[src/rtl/id_stage_pipe.sv]
// id_stage_pipe: decode stage with register file, load-use hazard detection,
// branch resolution in decode and a registered ID/EX boundary.
module id_stage_pipe #(
   parameter int DATA_W    = 16,
   parameter int NUM_REGS  = 16,
   parameter int ZERO_REG  = 1,
   parameter int BYPASS_EN = 1
) (
   input  logic              clk,
   input  logic              rst,
   input  logic              id_valid,
   input  logic [15:0]       instruction,
   input  logic [15:0]       pc,
   input  logic [2:0]        flag,
   input  logic              ex_hold,
   input  logic              wb_we,
   input  logic [3:0]        wb_addr,
   input  logic [DATA_W-1:0] wb_data,
   output logic              stall_id,
   output logic              branch_taken,
   output logic [15:0]       branch_target,
   output logic              ex_valid,
   output logic              ex_regwrite,
   output logic              ex_memread,
   output logic              ex_memwrite,
   output logic              ex_memtoreg,
   output logic              ex_alusrc,
   output logic              ex_pcs,
   output logic              ex_hlt,
   output logic [3:0]        ex_aluop,
   output logic [3:0]        ex_rd,
   output logic [3:0]        ex_rs,
   output logic [3:0]        ex_rt,
   output logic [DATA_W-1:0] ex_data1,
   output logic [DATA_W-1:0] ex_data2,
   output logic [DATA_W-1:0] ex_imm,
   output logic [15:0]       ex_pc_next
);

   localparam int AW = (NUM_REGS > 1) ? $clog2(NUM_REGS) : 1;
   localparam logic [4:0] NR = 5'(NUM_REGS);

   typedef struct packed {
      logic              valid;
      logic              regwrite;
      logic              memread;
      logic              memwrite;
      logic              memtoreg;
      logic              alusrc;
      logic              pcs;
      logic              hlt;
      logic [3:0]        aluop;
      logic [3:0]        rd;
      logic [3:0]        rs;
      logic [3:0]        rt;
      logic [DATA_W-1:0] data1;
      logic [DATA_W-1:0] data2;
      logic [DATA_W-1:0] imm;
      logic [15:0]       pc_next;
   } id_ex_t;

   logic [DATA_W-1:0] regs_q [NUM_REGS];
   logic [DATA_W-1:0] regs_d [NUM_REGS];
   id_ex_t            ex_q, ex_d, dec;
   logic              use_rs, use_rt, lu_hazard, cond_met, wr_ok;
   logic [3:0]        op;
   logic [15:0]       pc_plus2;

   assign op       = instruction[15:12];
   assign pc_plus2 = pc + 16'd2;
   // Dropped writes: out-of-range addresses and, optionally, R0.
   assign wr_ok    = wb_we && ({1'b0, wb_addr} < NR) && !(ZERO_REG != 0 && wb_addr == 4'd0);

   // Combinational register read with optional same-cycle write-back bypass.
   function automatic logic [DATA_W-1:0] rf_read(input logic [3:0] a);
      if (({1'b0, a} >= NR) || (ZERO_REG != 0 && a == 4'd0)) return '0;
      if (BYPASS_EN != 0 && wr_ok && wb_addr == a) return wb_data;
      return regs_q[a[AW-1:0]];
   endfunction

   // Next register-file contents from the write-back port.
   always_comb begin
      regs_d = regs_q;
      if (wr_ok) regs_d[wb_addr[AW-1:0]] = wb_data;
   end

   // Register-file storage.
   always_ff @(posedge clk or negedge rst) begin
      if (!rst) begin
         for (int i = 0; i < NUM_REGS; i++) regs_q[i] <= '0;
      end else begin
         regs_q <= regs_d;
      end
   end

   // Field decode, control generation, immediate extension and operand read.
   always_comb begin
      dec         = '0;
      use_rs      = 1'b0;
      use_rt      = 1'b0;
      dec.valid   = 1'b1;
      dec.aluop   = op;
      dec.pc_next = pc_plus2;
      case (op)
         4'h0, 4'h1, 4'h2, 4'h3: begin
            dec.rd = instruction[11:8]; dec.rs = instruction[7:4]; dec.rt = instruction[3:0];
            dec.regwrite = 1'b1; use_rs = 1'b1; use_rt = 1'b1;
         end
         4'h4, 4'h5, 4'h6: begin
            dec.rd = instruction[11:8]; dec.rs = instruction[7:4];
            dec.imm = {{(DATA_W-4){1'b0}}, instruction[3:0]};
            dec.alusrc = 1'b1; dec.regwrite = 1'b1; use_rs = 1'b1;
         end
         4'h8: begin
            dec.rd = instruction[11:8]; dec.rs = instruction[7:4];
            dec.imm = {{(DATA_W-5){instruction[3]}}, instruction[3:0], 1'b0};
            dec.memread = 1'b1; dec.memtoreg = 1'b1; dec.regwrite = 1'b1; dec.alusrc = 1'b1;
            use_rs = 1'b1;
         end
         4'h9: begin
            dec.rt = instruction[11:8]; dec.rs = instruction[7:4];
            dec.imm = {{(DATA_W-5){instruction[3]}}, instruction[3:0], 1'b0};
            dec.memwrite = 1'b1; dec.alusrc = 1'b1; use_rs = 1'b1; use_rt = 1'b1;
         end
         4'hA, 4'hB: begin
            // LLB/LHB merge into the existing rd value, so rd is also a source.
            dec.rd = instruction[11:8]; dec.rt = instruction[11:8];
            dec.imm = {{(DATA_W-8){1'b0}}, instruction[7:0]};
            dec.regwrite = 1'b1; dec.alusrc = 1'b1; use_rt = 1'b1;
         end
         4'hC: dec.imm = {{(DATA_W-10){instruction[8]}}, instruction[8:0], 1'b0};
         4'hD: begin dec.rs = instruction[7:4]; use_rs = 1'b1; end
         4'hE: begin dec.rd = instruction[11:8]; dec.regwrite = 1'b1; dec.pcs = 1'b1; end
         4'hF: dec.hlt = 1'b1;
         default: ;
      endcase
      dec.data1 = rf_read(dec.rs);
      dec.data2 = rf_read(dec.rt);
   end

   // Load-use hazard against whatever ID/EX currently holds (held or not).
   always_comb begin
      lu_hazard = id_valid && ex_q.valid && ex_q.memread && (ex_q.rd != 4'd0) &&
                  ((use_rs && ex_q.rd == dec.rs) || (use_rt && ex_q.rd == dec.rt));
      stall_id  = id_valid && (lu_hazard || ex_hold);
   end

   // Branch condition over {Z,V,N} and fetch redirect.
   always_comb begin
      case (instruction[11:9])
         3'b000:  cond_met = !flag[2];
         3'b001:  cond_met = flag[2];
         3'b010:  cond_met = !flag[2] && !flag[0];
         3'b011:  cond_met = flag[0];
         3'b100:  cond_met = flag[2] || !flag[0];
         3'b101:  cond_met = flag[2] || flag[0];
         3'b110:  cond_met = flag[1];
         default: cond_met = 1'b1;
      endcase
      branch_taken  = id_valid && !stall_id && (op == 4'hC || op == 4'hD) && cond_met;
      branch_target = pc_plus2;
      if (branch_taken) branch_target = (op == 4'hC) ? pc_plus2 + dec.imm[15:0] : dec.data1[15:0];
   end

   // ID/EX next state: hold, capture the decode, or insert a bubble.
   always_comb begin
      if (ex_hold)                     ex_d = ex_q;
      else if (id_valid && !lu_hazard) ex_d = dec;
      else                             ex_d = '0;
   end

   // ID/EX pipeline register.
   always_ff @(posedge clk or negedge rst) begin
      if (!rst) ex_q <= '0;
      else      ex_q <= ex_d;
   end

   assign ex_valid    = ex_q.valid;
   assign ex_regwrite = ex_q.regwrite;
   assign ex_memread  = ex_q.memread;
   assign ex_memwrite = ex_q.memwrite;
   assign ex_memtoreg = ex_q.memtoreg;
   assign ex_alusrc   = ex_q.alusrc;
   assign ex_pcs      = ex_q.pcs;
   assign ex_hlt      = ex_q.hlt;
   assign ex_aluop    = ex_q.aluop;
   assign ex_rd       = ex_q.rd;
   assign ex_rs       = ex_q.rs;
   assign ex_rt       = ex_q.rt;
   assign ex_data1    = ex_q.data1;
   assign ex_data2    = ex_q.data2;
   assign ex_imm      = ex_q.imm;
   assign ex_pc_next  = ex_q.pc_next;

endmodule

[config.mk]
export PLATFORM = sky130hd
export DESIGN_NAME = id_stage_pipe
export DESIGN_NICKNAME = d
export VERILOG_FILES = /design/src/rtl/id_stage_pipe.sv
export SDC_FILE = /design/constraint.sdc
export NUM_CORES = 1
export LEC_CHECK = 0
export ABC_AREA = 1
export CORE_MARGIN = 4
export CORE_UTILIZATION = 29
export CTS_BUF_LIST = sky130_fd_sc_hd__clkbuf_8
export DETAILED_ROUTE_END_ITERATION = 8
export REMOVE_ABC_BUFFERS = 1
export SLEW_MARGIN = 40
export SYNTH_ARGS = -nofsm -noshare
export SYNTH_HDL_FRONTEND = slang
export SYNTH_SLANG_ARGS = --single-unit
[constraint.sdc]
create_clock -name clk -period 3 [get_ports clk]
set_clock_uncertainty 0.2 [all_clocks]
set_input_delay 0.3 -clock clk [delete_from_list [all_inputs] [get_ports clk]]
set_output_delay 0.3 -clock clk [all_outputs]
set_load 0.02 [all_outputs]
==> flow_metrics.py <==
metrics = {
    "power": {
        "power_density_mw_per_mm2": 543,
        "vdd_drop_max_uv": 276,
        "leakagePower_nw": 13.3,
    },
    "cells_and_area": {
        "fin_util_pct": 41.0,
        "drive_above_1_share_pct": 20.2,
        "finish.instance_area_mm2": 0.0275,
        "final_nets": 3343,
        "syn2layout_area_growth_pct": 40.0,
        "fillerInstances": 6732,
    },
    "critical_path": {
        "cp_max_fo": 5,
        "crit_path_end_kind": "output pin",
        "setup.worst_path.class": "in -> out",
        "ff2ff_setup_slack_ns": 0.33,
        "worst_path_max_delay_cell": "clkdlybuf4s50_1",
        "critPathMostFrequentCell": "nand2_1",
        "crit_chain": "clkdlybuf4s50_1, nand2_1, nor2_4, or2_2, nand2_1, inv_2, ha_4, nand2_4, nor3_4, nand3_1, nand2_1, xor2_1, nand2_1, nand2_1, nand2_1, nand2_2, buf_6",
        "cp-start-kind": "primary input",
        "crit_arrival_ns": 2.71,
        "crit_required_ns": 2.50,
        "cpPeakStageDelay_ns": 0.45,
    },
    "detailed_routing": {
        "drt_pass1_iterations": 6,
        "wl_per_cell_um": 19.1,
        "drc": 0,
        "drt_iter0_markers": 2229,
        "routed-via-count": 21097,
        "ant_nets": 0,
        "viasPerCell": 5.04,
        "routed_wl_mm": 80.0,
    },
    "sta": {
        "relSlewSlack_pct": 52.5,
        "rsz0062_at_grt": "true",
        "hold_slack_ns": 0.0466,
        "fin_crit_sh_pct": 107,
        "slew_violations": 0,
        "worst_pin_slew_ns": 0.712,
        "min_period_ns": 3.21,
        "max_freq_mhz": 311,
        "final-setup-viol-count": 10,
        "fin_ws_ns": -0.213,
        "finalHoldViolations": 0,
    },
    "logic_synthesis": {
        "yosys.area.top_type": "dfrtp_1",
        "syn_area_mm2": 0.0197,
        "yosys-top-cells-area": "dfrtp_1, nand2_1, nand3_1",
        "ys_types": 46,
        "netlist_instances": 2886,
        "synth_edf_count": 0,
        "synth_top_area_share_pct": 42.9,
        "avgSynthCellArea_um2": 6.81,
        "synthFlopType": "dfrtp_1",
        "synth-seq-cells": 337,
        "ys_warn_count": 0,
        "seq_area_frac_synth_pct": 42.9,
        "synth_commonest_cells": "nand2_1, nand3_1, dfrtp_1, o21ai_0, nor2_1",
        "synthArstFlopShare_pct": 100,
        "yosys.cell_count.top_type": "nand2_1",
    },
    "flow_run": {
        "drv_cap": 0,
    },
    "grt": {
        "met2_usage_pct": 34.6,
        "antenna_found_initial": 5,
        "grt-ovfl-total": 0,
        "grt_use_total_pct": 21.7,
        "grtUsageMet3_pct": 3.76,
        "top_usage_layer": "met2",
        "grt_pass1_wl_mm": 121,
        "grtUsageMet1_pct": 29.2,
        "grt_max_degree": 80,
        "grt_pass1_vias": 20004,
    },
    "clocking": {
        "clock_path_buffers": 3,
        "cts.clk_slew.worst_paths_ns": 0.06,
        "root_buffer": "clkbuf_8",
        "cts_made_buffers": 57,
        "cts_tree": "yes",
        "clock_sinks": 337,
        "clock_latency_ns": 0.68,
        "cts.htree.levels": 2,
    },
    "floorplanning": {
        "io_pins": 166,
        "core_area_mm2": 0.0672,
        "die_area_mm2": 0.0720,
        "start_util_pct": 29.3,
        "dieHeight_um": 268,
        "rows": 95,
        "die_w_um": 268,
    },
    "placed_design": {
        "dpl_worst_slack_ns": -1.50,
        "gp_congestion": 0.907,
        "dp_hpwl_mm": 52.2,
        "place_area_mm2": 0.0242,
        "portBuffers": 165,
    },
    "worst_hold_path": {
        "hold_class": "in -> reg",
    },
    "outcome": {
        "failed_checks": "negative setup slack",
        "status": "finished with violations",
    },
}
repair_timing:
item,CTS,global route
buffers inserted,33,16
endpoints found under the hold margin,353,1
hold buffers,18,1
resized for setup,322,151
cloned,3,1
setup endpoints to repair,18,18
pin swaps,74,92
cells by family (layout without fill, tap and decap cells):
logic type / after synthesis / after routing / synth area share (%)
AO/OA/AOI/OAI: 379 / 379 / 10.2
XOR/XNOR: 22 / 22 / 0.980
adder cells (fa/ha/maj): 17 / 17 / 1.12
buffers and inverters: 368 / 795 / 7.71
flip-flops: 337 / 337 / 42.9
other: 0 / 3 / 0
AND/OR/NAND/NOR: 1763 / 1763 / 37.0
where the power goes:
part	total, mW	switching, mW	internal [mW]	leakage (nW)
logic	4.08	2.37	1.71	8.23
registers	5.89	0.566	5.33	4.29
clock network	4.96	2.10	2.86	0.751
total	14.9	5.04	9.90	13.3
sequential cells by signal, summed over array words and instances, names as in the netlist:
| register | count |
|---|---|
| ex_rd | 4 |
| ex_alusrc | 1 |
| ex_regwrite | 1 |
| ex_valid | 1 |
| ex_hlt | 1 |
| ex_memwrite | 1 |
| regs_q | 256 |
| ex_pcs | 1 |
| ex_pc_next | 16 |
| ex_rt | 4 |
| ex_rs | 4 |
| ex_data1 | 16 |
| ex_memread | 1 |
| ex_data2 | 16 |
| ex_aluop | 4 |
| ex_imm | 10 |
placed cells by master (no fill, tap or decap), drive strengths merged, types with 2 or more instances in the layout:
cell type      netlist  routed
dfrtp              337     337
a21o                 3       3
dlygate4sd3          0      18
bufinv               0       8
nor4                 2       2
clkinv               2      10
o21bai               2       2
dlymetal6s2s         0       4
o31ai                2       2
nand4                9       9
nand2             1156    1156
a21oi               59      59
o211ai              25      25
nand3              424     424
clkdlybuf4s50        0     120
o22ai                5       5
o21ai              274     274
inv                153     170
clkbuf             128      75
or2                  4       4
dlygate4sd2          0       9
diode                0       3
a221oi               3       3
ha                  16      16
clkdlybuf4s15        0       2
xnor2                4       4
nor2               155     155
xor2                18      18
nor3                11      11
buf                 85     377
stage by stage:
step | power (mW) | TNS (ns) | std cells
after floorplan | 7.85 | -141.64 | 2673
after global placement | 9.58 | -40.38 | 4010
after detailed placement | 9.63 | -41.69 | 4010
after CTS | 14.9 | -1.71 | 4170
after global routing | 15.8 | -3.06 | 4189
final | 14.9 | -1.04 | 4189
per-layer routing:
| layer | vias up | part of all wire [%] |
|---|---|---|
| li1 | 10076 | - |
| met1 | 9902 | 42 |
| met2 | 934 | 46 |
| met3 | 183 | 7.9 |
| met4 | 2 | 4.5 |
| met5 | - | 0.015 |
cell type report:
type / count / area [um^2] / area share [%]
antenna: 3 / 7.51 / 0.0273
clock buffer: 72 / 991 / 3.60
clock inverter: 34 / 365 / 1.33
inverter: 155 / 618 / 2.25
multi-input combinational: 2181 / 10700 / 39.0
sequential: 337 / 8430 / 30.7
tap: 873 / 1090 / 3.97
timing repair buffer: 534 / 5260 / 19.1
worst max-delay path: cells and delay by family:
kind,cells,cell delay (ns)
simple gates,12,1.30
buf+inv,3,0.62
fa+ha+maj,1,0.32
xor+xnor,1,0.16
worst paths after layout:
check	startpoint	end	cells past startpoint
setup / recovery	pc[10]	branch_target[14]	17
setup reg to reg	ex_rd[2]$_DFFE_PN0N_	ex_memwrite$_DFFE_PN0N_	13
max in group asynchronous	rst	ex_data2[0]$_DFFE_PN0N_	3
hold reg to reg	regs_q[255]$_DFFE_PN0P_	regs_q[255]$_DFFE_PN0P_	0
hold / removal	instruction[12]	ex_imm[1]$_DFFE_PN0N_	8
min in group asynchronous	rst	regs_q[122]$_DFFE_PN0P_	3
Power figures use the tool's default switching activity.
